### src/rtl/lift_ctrl.sv
// lift_ctrl: multi-floor lift controller with a collective (keep-direction) policy.
// Call requests are latched until served. The car moves one floor per TRAVEL_TIME
// cycles. The door stays open for DOOR_TIME cycles. A call for the current floor
// while the door is open holds the door for a further DOOR_TIME cycles.
//
// Ports:
//   clk      in   system clock, rising edge
//   reset    in   asynchronous active-low reset
//   call     in   per-floor call requests (bit i = floor i), level or pulse
//   grn      out  door open (DOOR state)
//   red      out  car travelling (MOVE state)
//   floor    out  current floor index
//   dir_up   out  current/last travel direction, 1 = up
//   pending  out  latched, unserved requests
module lift_ctrl #(
    parameter int unsigned FLOORS      = 4,
    parameter int unsigned TRAVEL_TIME = 3,
    parameter int unsigned DOOR_TIME   = 4,
    parameter int unsigned FW          = $clog2(FLOORS)
) (
    input  logic              clk,
    input  logic              reset,
    input  logic [FLOORS-1:0] call,
    output logic              grn,
    output logic              red,
    output logic [FW-1:0]     floor,
    output logic              dir_up,
    output logic [FLOORS-1:0] pending
);

    localparam int unsigned TMax = (TRAVEL_TIME > DOOR_TIME) ? TRAVEL_TIME : DOOR_TIME;
    localparam int unsigned TW   = $clog2(TMax + 1);

    localparam logic [TW-1:0] TravelLoad = TW'(TRAVEL_TIME - 1);
    localparam logic [TW-1:0] DoorLoad   = TW'(DOOR_TIME - 1);
    localparam logic [FW-1:0] FloorTop   = FW'(FLOORS - 1);

    typedef enum logic [1:0] {StIdle, StMove, StDoor} state_e;

    state_e            state_q, state_d;
    logic [FW-1:0]     floor_q, floor_d;
    logic              dir_up_q, dir_up_d;
    logic [TW-1:0]     timer_q, timer_d;
    logic [FLOORS-1:0] pending_q, pending_d;

    logic [FLOORS-1:0] next_req;
    logic [FW-1:0]     step_floor;

    // Any request strictly above (up_side=1) or strictly below (up_side=0) floor f.
    function automatic logic req_side(input logic [FLOORS-1:0] req, input logic [FW-1:0] f,
                                      input logic up_side);
        logic hit;
        hit = 1'b0;
        for (int i = 0; i < int'(FLOORS); i++) begin
            if (up_side ? (i > int'(f)) : (i < int'(f))) begin
                hit = hit | req[i];
            end
        end
        return hit;
    endfunction

    function automatic logic [FLOORS-1:0] floor_mask(input logic [FW-1:0] f);
        return FLOORS'(1) << f;
    endfunction

    // State register
    always_ff @(posedge clk or negedge reset) begin
        if (!reset) begin
            state_q   <= StIdle;
            floor_q   <= '0;
            dir_up_q  <= 1'b1;
            timer_q   <= '0;
            pending_q <= '0;
        end else begin
            state_q   <= state_d;
            floor_q   <= floor_d;
            dir_up_q  <= dir_up_d;
            timer_q   <= timer_d;
            pending_q <= pending_d;
        end
    end

    // Next-state logic
    always_comb begin
        next_req  = pending_q | call;
        state_d   = state_q;
        floor_d   = floor_q;
        dir_up_d  = dir_up_q;
        timer_d   = timer_q;
        pending_d = next_req;

        // Saturating one-floor step; the ends are never passed even if direction is stale.
        if (dir_up_q) begin
            step_floor = (floor_q == FloorTop) ? floor_q : floor_q + FW'(1);
        end else begin
            step_floor = (floor_q == '0) ? floor_q : floor_q - FW'(1);
        end

        unique case (state_q)
            StIdle: begin
                if (next_req[floor_q]) begin
                    state_d   = StDoor;
                    pending_d = next_req & ~floor_mask(floor_q);
                    timer_d   = DoorLoad;
                end else if (req_side(next_req, floor_q, dir_up_q)) begin
                    state_d = StMove;
                    timer_d = TravelLoad;
                end else if (req_side(next_req, floor_q, ~dir_up_q)) begin
                    state_d  = StMove;
                    dir_up_d = ~dir_up_q;
                    timer_d  = TravelLoad;
                end
            end
            StMove: begin
                if (timer_q != '0) begin
                    timer_d = timer_q - TW'(1);
                end else begin
                    // Arrival: decide using the floor just reached.
                    floor_d = step_floor;
                    if (next_req[step_floor]) begin
                        state_d   = StDoor;
                        pending_d = next_req & ~floor_mask(step_floor);
                        timer_d   = DoorLoad;
                    end else if (req_side(next_req, step_floor, dir_up_q)) begin
                        timer_d = TravelLoad;
                    end else begin
                        state_d = StIdle;
                    end
                end
            end
            StDoor: begin
                // A call for this floor is absorbed as a door-hold, never latched.
                pending_d = next_req & ~floor_mask(floor_q);
                if (call[floor_q]) begin
                    timer_d = DoorLoad;
                end else if (timer_q == '0) begin
                    state_d = StIdle;
                end else begin
                    timer_d = timer_q - TW'(1);
                end
            end
            default: begin
                state_d = StIdle;
            end
        endcase
    end

    // Moore outputs
    always_comb begin
        grn = (state_q == StDoor);
        red = (state_q == StMove);
    end

    assign floor   = floor_q;
    assign dir_up  = dir_up_q;
    assign pending = pending_q;

endmodule

### config.mk
export PLATFORM = sky130hd
export DESIGN_NAME = lift_ctrl
export DESIGN_NICKNAME = d
export VERILOG_FILES = /design/src/rtl/lift_ctrl.sv
export SDC_FILE = /design/constraint.sdc
export NUM_CORES = 1
export LEC_CHECK = 0
export ABC_AREA = 1
export CELL_PAD_IN_SITES_DETAIL_PLACEMENT = 1
export CELL_PAD_IN_SITES_GLOBAL_PLACEMENT = 2
export CORE_MARGIN = 8
export CORE_UTILIZATION = 30
export DETAILED_ROUTE_END_ITERATION = 16
export PLACE_DENSITY_LB_ADDON = 0.08
export SKIP_CTS_REPAIR_TIMING = 1
export SYNTH_ARGS = -nofsm -noshare
export SYNTH_HDL_FRONTEND = slang
export SYNTH_SLANG_ARGS = --single-unit
### constraint.sdc
create_clock -name clk -period 2.05 [get_ports clk]
set_clock_uncertainty 0.15 [all_clocks]
set_input_delay 0.3075 -clock clk [delete_from_list [all_inputs] [get_ports clk]]
set_output_delay 0.3075 -clock clk [all_outputs]
set_load 0.02 [all_outputs]
==> results of run 1 <==
==> through the flow <==
step           utilization [%]  cell area (um2)  total power, mW  std cells  setup slack [ns]
6_report                  39.6             1460             2.15        244             0.110
5_1_grt                   39.6             1460             2.35        244            0.0173
4_1_cts                   39.3             1450             2.18        244           -0.0597
3_5_place_dp              38.1             1410             1.93        240           -0.0602
3_3_place_gp              38.1             1410             1.91        240           -0.0176
2_1_floorplan                -             1160             1.43        171             0.322
==> synth_stat cells, drive strengths merged <==
cell type and count:
nor4 1, nand3 19, o211ai 1, a31oi 3, xor2 2, dfrtp 11
nand4 1, nor3 4, dfstp 1, buf 2, nand2 47, nor2 26
o22ai 1, ha 6, a21oi 4, o21ai 16, inv 26
==> worst min-delay path by stage <==
stage	cells after the start	slack, ns	to	from
after CTS	1	0.33	timer_q[2]	reset
final	1	0.31	state_q[1]	reset
after detailed placement	2	0.35	timer_q[1]	timer_q[1]
after global placement	2	0.33	timer_q[0]	timer_q[0]
after floorplan	0	-0.14	floor[0]	reset
after global routing	1	0.34	state_q[0]	reset
==> sequential cells by signal, summed over array words and instances (netlist names) <==
register,flops
dir_up,1
floor,2
pending,4
state_q,2
timer_q,3
==> cell families (layout without fill, tap and decap cells) <==
logic type      after synthesis  in the layout  synth area share (%)
compound gates               25             25                  12.4
xor+xnor                      2              2                  1.51
fa+ha+maj                     6              6                  6.47
buf+inv                      28             53                  10.3
flops                        12             12                  26.0
simple gates                 98             98                  43.3
==> where the power goes <==
| group | internal (mW) | switching, mW | leakage (nW) |
|---|---|---|---|
| registers | 0.341 | 0.116 | 0.142 |
| logic | 0.569 | 0.884 | 0.581 |
| clock network | 0.137 | 0.0974 | 0.0228 |
==> per-layer routing <==
metal,routed length [um],vias up,GRT usage (%)
li1,-,600,-
met1,1640,562,13.9
met2,1820,12,23.0
met3,129,2,2.16
met4,26,0,3.89
met5,0,-,0
==> area by class of cell <==
type | count | area (um2) | area share (%)
sequential | 12 | 304 | 20.8
tap | 48 | 60.1 | 4.12
timing repair buffer | 23 | 213 | 14.6
clock buffer | 4 | 45.0 | 3.09
inverter | 26 | 97.6 | 6.69
multi-input combinational | 131 | 739 | 50.7
==> run summary, run 1 <==
The number of antenna diodes in the final layout is 0. The die outline area is 6120 um2. TritonCTS built the clock tree. By area the synthesized netlist is led by sky130_fd_sc_hd__dfrtp_1 (24%), sky130_fd_sc_hd__nand2_1 (13%), sky130_fd_sc_hd__inv_1 (6.8%). Measured along the x axis, the die boundary spans 78.2 um.

The number of filler instances in the final layout came out at 505. The CTS clock-pin slew for the worst setup and hold paths came out at 0.06 ns. The final-stage net count is 209.

Counting cells, the worst reg-to-reg path comes to 7. For the finished layout, the period the worst path requires is 1.94 ns. The region available for standard cell placement spans 3690 um2.

In this design, the largest share of critical-path delay is due to buffers and inverters. The global-route total usage across every layer is 12.4%. The power density normalized to cell area came out at 1470 nW/um2. The clock tree buffer depth is 2.

The floorplan has 22 rows. The number of cells produced by synthesis is 171. For this design, the slowest cell found on the critical path is sky130_fd_sc_hd__clkdlybuf4s50_1. Leaving out fill and tap cells, the most frequent cell in the layout is sky130_fd_sc_hd__nand2_1. The flow ran to the end, and the final reports show no timing, DRC or antenna violations. The total CTS buffers is 3.

The area growth from synthesis to layout is 25.6%. The largest fanout of any net on the critical path came out at 7. Across the VDD grid, the largest voltage drop is 0.473 mV. The share of the yosys chip area belonging to registers came out at 26.0%.

Setup repair after global routing left no endpoint under its margin. The cell area after technology mapping came out at 1160 um2. The quantity of I/O buffers inserted on ports is 14. In the routed layout, each cell is associated on average with a via count of 4.82. The final wirelength is 3620 um. The last weighted congestion value of the routability-driven placer came out at 0.866. The final setup violation count is 0. The count of cell instances traversed by the critical path came out at 1. The top-level I/O count is 15. For flop-to-flop paths, the worst setup slack is 0.20 ns. The number of DRC markers in iteration 0 came out at 38.

The detail route stage leaves a number of antenna-violating nets equal to 0. The number of buffer and inverter stages on the critical path is 1. The clock latency of the later-clocked register in the worst-skew pair is 0.24 ns.

On the worst path, the slowest cell contributes a delay of 0.63 ns. During synthesis, Yosys emitted a total of 0 warnings. Leaving out fill and tap cells, the most frequent cells in the layout are sky130_fd_sc_hd__nand2_1 (40), sky130_fd_sc_hd__inv_1 (21), sky130_fd_sc_hd__nor2_1 (15). The critical path data required time is 1.59 ns.

The type of the tightest min-delay check is primary input to asynchronous set/reset pin. In this run the number of H-tree levels came out at 1. The fraction of layout cells with a size suffix above 1 is 22.4%. The global-route wire length before repair is 6010 um. The flop and latch count out of synthesis came out at 12. At the pin with the least slew margin, the transition time is 0.633 ns. The most critical setup path has its endpoint at dir_up.

Of all cell types, the one taking the most synthesized area is sky130_fd_sc_hd__dfrtp_1. The count of TritonRoute iterations in the first routing pass came out at 4. The nature of the critical path startpoint is a flop. In this run the critical register-to-register path is captured at timer_q[1]. The startpoint identified for the worst register-to-register timing path is state_q[1]. The via count of the first global-routing pass is 1238. The initial standard-cell utilization of the core is 31.5%.

The top cell type by area accounts for 23.7% of the synthesized area. The beginning of the critical path is dir_up. The half-perimeter wire length after placement is 3020 um.

After global routing the overflow that remains totals 0. The die boundary height is 78.2 um. The tightest hold margin came out at 0.306 ns.

The worst slew slack as a fraction of its limit came out at 57.7%. The tree is rooted in a sky130_fd_sc_hd__clkbuf_8. The routed layout has 1176 vias. The critical path is of the flop to output port type. The final-layout setup total negative slack is 0 ns.

The leakage power is 0.746 nW. STA puts the critical path data arrival time at 1.48 ns. After detailed routing, the average wire length per cell comes to 14.8 um.

STA classifies the critical path endpoint as an output port. The unique cell type count in the Yosys netlist is 27. The initial antenna violation count is 0.

The number of max-slew violations in the final report is 0. The number of max-cap violations came out at 0. The final critical-path share of the clock period is 94.6%. The post-detailed-route DRC marker count came out at 0. Entering global routing, the biggest net connects 13 pins. The number of hold violations in the final report is 0. The critical path goes through clkdlybuf4s50_1. After synthesis, the mean cell area works out to 6.79 um2. CTS saw 12 sinks. Synthesis produced a netlist with a net count of 183. Based on the critical path, the design can be clocked at up to 0.515 GHz.
Power figures use the tool's default switching activity.
==> run 2, diff against run 1 <==
--- a/config.mk
+++ b/config.mk
@@ -10,6 +10,7 @@
 export CELL_PAD_IN_SITES_GLOBAL_PLACEMENT = 2
 export CORE_MARGIN = 8
 export CORE_UTILIZATION = 30
+export CTS_BUF_LIST = sky130_fd_sc_hd__clkbuf_4 sky130_fd_sc_hd__clkbuf_8 sky130_fd_sc_hd__clkbuf_16
 export DETAILED_ROUTE_END_ITERATION = 16
 export PLACE_DENSITY_LB_ADDON = 0.08
 export SKIP_CTS_REPAIR_TIMING = 1
==> run summary, run 2 (same netlist as run 1, synthesis figures left out) <==
The flow ran to the end, and the final reports show no timing, DRC or antenna violations. The register-to-register setup slack came out at 0.20 ns (about the same). The final-stage net count was 209 (unchanged). The average routed wire per standard cell is 14.8 um (+0.11%). The number of DRC markers in iteration 0 is 37 (-2.6%). The number of filler instances in the final layout came out at 504 (-0.20%). The final critical-path share of the clock period is 94.6% (about the same).

Setup repair after global routing left no endpoint under its margin. The top-level I/O count came out at 15 (unchanged). The number of cell rows came out at 22 (unchanged). The fraction of layout cells with a size suffix above 1 came out at 23.0% (+0.51 points). The overall power consumption is 2.16 mW (+0.61%). The kind of cell with the highest combined delay on the critical path is buffers and inverters. The post-detailed-route DRC marker count is 0 (unchanged).

The total inserted antenna cells is 0 (unchanged). The delay of the slowest cell on the worst path is 0.63 ns (about the same). The horizontal die dimension came out at 78.2 um (unchanged). The clock sink count was 12 (unchanged). The placeable core region came to 3690 um2 (unchanged). The tightest min-delay check is of the primary input to asynchronous set/reset pin type. The peak supply drop is 0.473 mV (about the same).

The instance count after placement with tap cells included came out at 240 (unchanged). The worst slew slack as a fraction of its limit came out at 57.6% (about the same). The fraction of the core area covered by cells at the end of the flow is 39.7% (+0.10 points). The shortest clock period the worst path allows after layout was 1.94 ns (-0.000220 ns). The final setup violation count is 0 (unchanged).

The kind of critical path is flop to output port. Walking the worst path, the cells encountered are clkdlybuf4s50_1. The number of max-cap violations came to 0 (unchanged). The initial standard-cell utilization of the core came out at 31.5% (unchanged). The slew at the pin with the worst max-slew slack was 0.633 ns (+0.000720 ns). The worst setup path is launched from a flop. Clock tree synthesis selected as its root buffer the cell sky130_fd_sc_hd__clkbuf_8. The clock tree buffer depth is 2 (unchanged).

The area of combinational cells with multiple inputs was 739 um2 (unchanged). The clock latency of the later-clocked register in the worst-skew pair came to 0.24 ns (about the same). The total via count in the routed design came out at 1176 (unchanged). The via count of the first global-routing pass is 1238 (unchanged).

The last weighted congestion value of the routability-driven placer is 0.866 (unchanged). The combinational share of power came to 67.4% (-0.4 points). The largest individual stage delay along the critical path comes from the cell sky130_fd_sc_hd__clkdlybuf4s50_1.

TritonCTS built the clock tree. The leakage power was 0.749 nW (+0.46%). The share of total power in sequential cells is 21.2% (about the same).

The global-route wire length before repair was 6010 um (unchanged). The count of TritonRoute iterations in the first routing pass came to 4 (unchanged). The type of element capturing the critical path is an output port.

The final wirelength came out at 3620 um (+0.11%). The maximum clock rate came to 0.515 GHz (about the same). The pin count of the biggest net entering global routing was 13 (unchanged). The remaining antenna violation count is 0 (unchanged).

The number of buffer and inverter stages on the critical path was 1 (unchanged). The net load switching power came out at 1.10 mW (about the same). In the layout the commonest cells are sky130_fd_sc_hd__nand2_1 (40), sky130_fd_sc_hd__inv_1 (21), sky130_fd_sc_hd__nor2_1 (15). The worst register-to-register path ends at timer_q[1].

The part of the total power dissipated in the clock network came out at 11.4% (+0.5 points). The die outline area is 6120 um2 (unchanged). The design internal power came to 1.06 mW (+1.3%). The number of hold violations in the final report is 0 (unchanged). The largest fanout of any net on the critical path is 7 (unchanged). The final non-filler cell total was 244 (unchanged).

The total global routing overflow came out at 0 (unchanged). The CTS clock-pin slew for the worst setup and hold paths is 0.06 ns (about the same). The switching portion of total power is 50.9% (-0.32 points).

The global-route total usage across every layer came to 12.4% (unchanged). The critical path data required time is 1.59 ns (about the same). The library cell used most frequently in the layout, excluding fill and tap cells, is sky130_fd_sc_hd__nand2_1. The critical path data arrival time is 1.48 ns (about the same). The sequential standard cell area came out at 304 um2 (unchanged).

The power density normalized to cell area is 1480 nW/um2 (+0.35%). The worst register-to-register path begins at state_q[1]. The die boundary height came to 78.2 um (unchanged). The total CTS buffers came out at 3 (unchanged).

The count of H-tree levels built during CTS came out at 1 (unchanged). The half-perimeter wire length after placement is 3020 um (unchanged). The quantity of I/O buffers inserted on ports is 14 (unchanged). The number of flip-flops under the largest register name is 4 (unchanged).

The via density per instance is 4.82 (unchanged). The initial antenna violation count came out at 0 (unchanged). The number of max-slew violations in the final report came out at 0 (unchanged). The depth of the worst register-to-register path came to 7 (unchanged).

The area added between synthesis and finish came out at 26.0%.
run 2: power groups by stage:
| stage | registers [mW] | logic, mW | clock network (mW) |
|---|---|---|---|
| floorplan | 0.468 | 0.959 | 0 |
| global placement | 0.455 | 1.45 | 0 |
| detailed placement | 0.458 | 1.47 | 0 |
| CTS | 0.457 | 1.48 | 0.254 |
| global route | 0.473 | 1.63 | 0.267 |
| finish | 0.457 | 1.45 | 0.247 |
run 2: area by class of cell:
cell class / instances / share of cell area (%)
multi-input cells: 131 / 50.6
flip-flops and latches: 12 / 20.8
repair buffers: 23 / 14.5
inverters: 26 / 6.67
well taps: 48 / 4.11
clock buffers: 4 / 3.34
run 2: how the worst max path moves through the flow:
stage	from	endpoint	slack [ns]	depth (start not counted)
final	dir_up	dir_up	0.11	1
after detailed placement	call[1]	state_q[1]	-0.06	10
after CTS	floor[1]	floor[1]	-0.06	1
after global placement	call[3]	pending[3]	-0.02	10
after floorplan	state_q[1]	state_q[0]	0.32	8
after global routing	call[1]	state_q[1]	0.02	10
run 2: layer usage:
metal | vias up | GRT usage (%) | part of all wire (%)
met5 | - | 0 | 0
met4 | 0 | 3.89 | 0.72
met3 | 2 | 2.16 | 3.3
met2 | 11 | 23.0 | 50
met1 | 562 | 13.9 | 45
li1 | 601 | - | -
run 2: through the flow:
step                      instance area [um2]  setup WS [ns]  setup TNS (ns)  hold WS, ns
after floorplan                          1160          0.322               0       -0.138
after global placement                   1410        -0.0176         -0.0290        0.330
after detailed placement                 1410        -0.0602          -0.327        0.347
after CTS                                1460        -0.0597         -0.0854        0.326
after global routing                     1460         0.0179               0        0.344
final                                    1460          0.110               0        0.307
run 2: worst register-to-register path: stages, from the launching register on:
cell,delay [ns]
sky130_fd_sc_hd__dfrtp_1,0.41
sky130_fd_sc_hd__inv_1,0.08
sky130_fd_sc_hd__ha_1,0.19
sky130_fd_sc_hd__buf_4,0.16
sky130_fd_sc_hd__nand2_1,0.14
sky130_fd_sc_hd__inv_1,0.12
sky130_fd_sc_hd__nor4_1,0.36
sky130_fd_sc_hd__o21ai_1,0.11
